`src/rtl/uart_tx_frame_ctrl.sv`:
```
// UART transmit framer: serialises a byte as start, 8 data bits LSB-first, optional parity, 1-2 stop bits.
// Latency: start bit appears on TX_OUT the cycle after the Load_Pulse cycle; frame is 1+8+PAR_EN+STOP_BITS cycles.
// Backpressure: requests are accepted only in IDLE or on the final stop bit; Data_Valid is ignored otherwise.
module uart_tx_frame_ctrl #(
  parameter int STOP_BITS = 1
) (
  input  logic       clk,
  input  logic       reset,
  input  logic [7:0] P_DATA,
  input  logic       Data_Valid,
  input  logic       PAR_EN,
  input  logic       PAR_bit,
  output logic       Load_Pulse,
  output logic       TX_OUT,
  output logic       Busy
);

  // Only one or two stop bits can be framed; anything else is a configuration error.
  if (STOP_BITS != 1 && STOP_BITS != 2) begin : g_bad_stop_bits
    $error("uart_tx_frame_ctrl: STOP_BITS must be 1 or 2");
  end

  typedef enum logic [2:0] {
    IDLE   = 3'd0,
    START  = 3'd1,
    DATA   = 3'd2,
    PARITY = 3'd3,
    STOP   = 3'd4
  } state_t;

  state_t     state;
  logic [7:0] shreg;
  logic [2:0] bit_cnt;
  logic       par_en_q;
  logic       stop_cnt;
  logic       final_stop;
  logic       can_accept;

  // Index of the last stop bit: 0 for one stop bit, 1 for two.
  localparam logic LAST_STOP = (STOP_BITS == 2) ? 1'b1 : 1'b0;

  // Accept window: idle, or the last stop bit is already on the line so the next start can follow directly.
  always_comb begin
    final_stop = (stop_cnt == LAST_STOP);
    can_accept = (state == IDLE) || ((state == STOP) && final_stop);
    Load_Pulse = Data_Valid && can_accept && !reset;
  end

  // Frame sequencer: state, shift register and the registered line/busy outputs all move on the same edge.
  always_ff @(posedge clk) begin
    if (reset) begin
      state    <= IDLE;
      TX_OUT   <= 1'b1;
      Busy     <= 1'b0;
      shreg    <= 8'h00;
      bit_cnt  <= 3'd0;
      par_en_q <= 1'b0;
      stop_cnt <= 1'b0;
    end else begin
      case (state)
        IDLE: begin
          if (Load_Pulse) begin
            shreg    <= P_DATA;
            par_en_q <= PAR_EN;
            state    <= START;
            TX_OUT   <= 1'b0;
            Busy     <= 1'b1;
          end else begin
            TX_OUT <= 1'b1;
            Busy   <= 1'b0;
          end
        end

        START: begin
          // First data bit goes out next; shift so shreg[0] is always the following bit.
          state   <= DATA;
          TX_OUT  <= shreg[0];
          shreg   <= {1'b0, shreg[7:1]};
          bit_cnt <= 3'd0;
          Busy    <= 1'b1;
        end

        DATA: begin
          Busy <= 1'b1;
          if (bit_cnt == 3'd7) begin
            bit_cnt <= 3'd0;
            if (par_en_q) begin
              // Parity stage registered PAR_bit at accept time, so it is stable here.
              state  <= PARITY;
              TX_OUT <= PAR_bit;
            end else begin
              state    <= STOP;
              TX_OUT   <= 1'b1;
              stop_cnt <= 1'b0;
            end
          end else begin
            bit_cnt <= bit_cnt + 3'd1;
            TX_OUT  <= shreg[0];
            shreg   <= {1'b0, shreg[7:1]};
          end
        end

        PARITY: begin
          state    <= STOP;
          TX_OUT   <= 1'b1;
          stop_cnt <= 1'b0;
          Busy     <= 1'b1;
        end

        STOP: begin
          if (final_stop) begin
            stop_cnt <= 1'b0;
            if (Load_Pulse) begin
              // Back-to-back frame: start bit directly after the last stop bit.
              shreg    <= P_DATA;
              par_en_q <= PAR_EN;
              state    <= START;
              TX_OUT   <= 1'b0;
              Busy     <= 1'b1;
            end else begin
              state  <= IDLE;
              TX_OUT <= 1'b1;
              Busy   <= 1'b0;
            end
          end else begin
            stop_cnt <= stop_cnt + 1'b1;
            TX_OUT   <= 1'b1;
            Busy     <= 1'b1;
          end
        end

        default: begin
          state  <= IDLE;
          TX_OUT <= 1'b1;
          Busy   <= 1'b0;
        end
      endcase
    end
  end

endmodule

```
`config.mk`:
```
export PLATFORM = sky130hd
export DESIGN_NAME = uart_tx_frame_ctrl
export DESIGN_NICKNAME = d
export VERILOG_FILES = /design/src/rtl/uart_tx_frame_ctrl.sv
export SDC_FILE = /design/constraint.sdc
export NUM_CORES = 1
export LEC_CHECK = 0
export ABC_CLOCK_PERIOD_IN_PS = 1900
export CAP_MARGIN = 20
export CORE_MARGIN = 8
export CORE_UTILIZATION = 35
export CTS_CLUSTER_SIZE = 30
export DETAILED_ROUTE_END_ITERATION = 10
export GPL_TIMING_DRIVEN = 0
export PLACE_DENSITY_LB_ADDON = 0.1
export SLEW_MARGIN = 5
export SYNTH_ARGS = -nofsm -noshare
export SYNTH_HDL_FRONTEND = slang
export SYNTH_SLANG_ARGS = --single-unit
```
`constraint.sdc`:
```
create_clock -name clk -period 1.9 [get_ports clk]
set_input_delay 0.57 -clock clk [delete_from_list [all_inputs] [get_ports clk]]
set_output_delay 0.57 -clock clk [all_outputs]
set_load 0.1 [all_outputs]
```
Word level (Yosys, flattened, before mapping)
Index checks and enable logic that the tools add are counted.

storage, ports and cells
  register bits = 18
  input bits = 13

operators by class
  $add $sub $neg = 2
  eq/ne operators = 10
  muxes and demuxes = 27
  bitwise gates (word level) = 1
  reductions and logical operators = 15

operators by type and width
  kind                                                                   number
  8-bit case mux with 4 select lines                                     1
  8-bit two-way mux                                                      3
  3-bit two-way mux                                                      5
  3-bit case mux with 5 select lines                                     1
  1-bit two-way mux                                                      12
  2-bit != test, second input constant                                   5
  3-bit AND reduction                                                    3
  3-bit by 2-bit equality test with 1-bit output, second input constant  2
  3-bit equality test, second input constant                             2
  1-bit case mux with 3 select lines                                     2
  3-bit case mux with 2 select lines                                     1
  1-bit case mux with 4 select lines                                     1
  2-bit nonzero test                                                     2
  4-bit nonzero test                                                     1
  3-bit by 1-bit adder with 3-bit output, second input constant          1
  3-bit by 1-bit equality test with 1-bit output, second input constant  1
  1-bit logical AND                                                      3
  3-bit zero test                                                        1
  3-bit nonzero test                                                     1
  3-bit OR reduction                                                     1
  1-bit case mux with 2 select lines                                     1
  2-bit AND reduction                                                    1
  1-bit adder, second input constant                                     1
  1-bit zero test                                                        1
  other kinds (2)                                                        2

Logic depth before layout (Yosys ltp)
  word-level depth = 8
  depth in mapped cells = 8
  mapped depth without buffers = 6

Worst setup path before layout
Ideal clock, no wire load.

  kind = in2reg
  from = input port reset
  to = register shreg[5]
  library setup time = 79 ps
  arrival = 2,530 ps
  setup slack = -710 ps
  stages = 7
  path through = buf_4 -> nor4b_4 -> or3_1 -> buf_4 -> buf_6 -> nor2_1 -> a211oi_2

on the way
  longest elaborated chain between the ends = 5

RTL lines
  item                                  line  RTL
  from (decl)                           8     input logic reset,
  1-bit zero test *                     46    Load_Pulse = Data_Valid && can_accept && !reset;
  1-bit logical AND *                   46
  via Load_Pulse                        13    output logic Load_Pulse,
  8-bit two-way mux *                   -
  8-bit two-way mux                     -
  8-bit case mux with 4 select lines *  -
  to (signal assigned)                  78    shreg <= {1'b0, shreg[7:1]};
  to (signal assigned)                  99    shreg <= {1'b0, shreg[7:1]};
  to (decl)                             32    logic [7:0] shreg;

The timed path passes the listed nets; every way through them passes the cells marked *. The select of a mux whose other input is x is not followed.
A chain may end at the register's enable or synchronous reset.

Final worst setup path
  from = input port reset
  to = output port Load_Pulse

on the way
  longest elaborated chain between the ends = 2

RTL lines
  item               line
  1-bit zero test    46
  1-bit logical AND  46
  to (decl)          13

Every way passes these cells.

==> reports/metrics.yaml <==
routing:
  drtIter0Drc: 25
  routed_wl_um: 1990
  vias_per_cell: 5.11
  route.detailed.drc: 0
  routedWlPerCell_um: 13.8
  route.vias.total: 736
  final_antenna_net_count: 0
  firstDrtPassIters: 4
cells_and_area:
  design_area_sq_um: 1160
  antenna_cells: 0
  seqCellArea_sq_um: 340
  area_delta_synth_final_pct: 27.2
  fillCellCount: 259
  fin_nets: 130
  finish.utilization_pct: 47.0
  multi_input_area_sq_um: 524
  drive_above_1_share_pct: 25.4
sta:
  fin_worst_skew_ps: 1.55
  rsz0062_at_grt: "no"
  fin_crit_sh_pct: 97.7
  slew_headroom_pct: 63.8
  finalSetupViolCount: 0
  drv_slew: 0
  holdWs_ps: 461
  final_hold_viol_count: 0
  clock.fmax_mhz: 539
  fin_tns_setup_ps: 0
  fin_crit_ps: 1860
  worstMarginPinSlew_ps: 546
synth:
  synth_warnings: 0
  synthCells: 95
  post-synth-top-count-cell: "dfxtp_1"
  synth.distinct_cells: 32
  synth_top_area_share_pct: 37.2
  avgSynthCellArea_sq_um: 9.64
  synth_nets: 110
  synth-main-ff-cell: "dfxtp_1"
  netlist_area_sq_um: 916
  ys_seq_area_share_pct: 37.2
  yosys-top-cells-area: "dfxtp_1 (37%), a211oi_2 (9.6%), mux2i_1 (7.7%), a21oi_1 (4.9%), nor2_1 (4.9%)"
  synth_top_area_cell: "dfxtp_1"
  synth_edf_count: 0
  ys_ff_latch: 17
  synthTopCellsByCount: "dfxtp_1 (17), nor2_1 (12), a21oi_1 (9), a211oi_2 (7), mux2i_1 (7)"
  async_reset_ff_share_pct: 0
clock_network:
  clk-insertion-delay-late_ps: 290
  cts_tree: "yes"
  numCtsBuffers: 3
  htreeDepth: 1
  cts-root-buf: "clkbuf_4"
  cts-hold-fix-buffers: 0
  clk_pin_slew_ps: 100
  clk_path_buf_depth: 2
  numClockSinks: 17
critical_path:
  arrival_ps: 1290
  cp-end-kind: "primary output"
  critPathBufInv: 2
  crit_required_ps: 1330
  path_cells: "buf_12, nor4b_4, buf_6"
  critPathMaxFanout: 9
  max_stage_delay_ps: 320
  start_kind: "input pin"
  cp_top_family: "buffers and inverters"
  critical_path_class: "input pin to primary output"
  crit_slowest_cell: "nor4b_4"
floorplan:
  start_util_pct: 37.0
  ios: 16
  placementRows: 18
  die_height_um: 67.2
  core_area_sq_um: 2480
  die_w_um: 67.2
  die-area_sq_um: 4510
run:
  maxCapViolCount: 0
global_routing:
  grt_pass1_vias: 758
  grt_max_degree: 11
  grt_pass1_wl_um: 3460
  grt_usage_pct: 9.73
  antenna_found_initial: 0
  grt.overflow.total: 0
pwr:
  power_frac_clock_pct: 21.8
  switchingPower_w: 0.000294
  leakage_nw: 0.430
  p_per_area_nw_per_um2: 765
  power.total_w: 0.000891
  swShare_pct: 33.0
  comb_power_share_pct: 31.9
  p_int_w: 0.000598
  seqPwrFrac_pct: 46.3
  ir_drop_uv: 509
outcome:
  outcome: "finished clean"
hold_path:
  holdCritPathClass: "input pin to flip-flop"
placement:
  postPlaceCellArea_sq_um: 1130
  place_congestion: 0.735
  io_buffers: 14
  dpl.hpwl_um: 1450
==> cell usage in the layout (no fill, tap or decap), types with 2 or more instances in the layout <==
cell type / Yosys / final
buf_6: 3 / 4
inv_1: 2 / 2
clkbuf_4: 0 / 3
a21oi_1: 9 / 9
nor2_4: 0 / 2
clkdlybuf4s15_2: 0 / 2
a22o_1: 2 / 2
clkdlybuf4s50_1: 0 / 10
a22oi_1: 3 / 3
nand2_1: 4 / 4
a211oi_2: 7 / 7
nor2_1: 12 / 10
nor3b_1: 2 / 2
mux2i_1: 7 / 7
nor3_1: 5 / 5
dfxtp_1: 17 / 17
buf_2: 1 / 2
==> final timing paths <==
kind	start	end	slack [ps]	cells after the start
worst min-delay path	reset	shreg[3]$_SDFFE_PP0P_	460	2
worst min register to register	shreg[7]$_SDFFE_PP0P_	shreg[7]$_SDFFE_PP0P_	460	2
worst max-delay path	reset	Load_Pulse	40	3
worst max register to register	bit_cnt[0]$_SDFFE_PP0N_	shreg[7]$_SDFFE_PP0P_	110	8
==> sequential cells by signal, summed over array words and instances, names as in the netlist <==
name and cells:
state 3, par_en_q 1, shreg 8, Busy 1
bit_cnt 3, TX_OUT 1
==> metrics by stage <==
stage	instances	worst slack [ps]
finish	144	43.9
global route	144	0.906
CTS	144	33.1
detailed placement	139	-1250
global placement	139	-1270
floorplan	95	-667
==> per-layer routing <==
layer	global-route usage [%]	wire, um	up-vias
li1	-	-	382
met5	0	0	-
met4	2.35	13	0
met2	14.3	788	17
met3	4.47	158	2
met1	12.6	1030	335
==> cell families (layout without fill, tap and decap cells) <==
group	after synthesis	in the layout	share of synthesized area [%]
and+or+nand+nor	34	34	22.3
AOI/OAI and AO/OA	24	24	21.4
DFF	17	17	37.2
buffers and inverters	10	29	7.51
muxes	8	8	8.88
adders and majority gates	2	2	2.73
==> area by class of cell <==
cell class	instances	area share, %
Buffer	8	6.98
Clock buffer	3	1.93
Clock inverter	1	0.430
Inverter	2	0.644
Multi-Input combinational cell	68	45.0
Sequential cell	17	29.2
Tap cell	30	3.22
Timing Repair Buffer	15	12.6
==> power by group through the flow <==
| stage | clock network, W | registers (W) | logic [W] |
|---|---|---|---|
| global route | 0.000220 | 0.000417 | 0.000309 |
| CTS | 0.000205 | 0.000413 | 0.000287 |
| global placement | 0 | 0.000420 | 0.000281 |
| floorplan | 0 | 0.000451 | 0.000188 |
| detailed placement | 0 | 0.000421 | 0.000284 |
| finish | 0.000194 | 0.000413 | 0.000284 |
==> timing repair <==
action	in CTS	in global routing
endpoints found under the setup margin	3	5
setup buffers	1	0
hold endpoints to repair	0	0
resized for setup	17	1
Power figures use the tool's default switching activity.
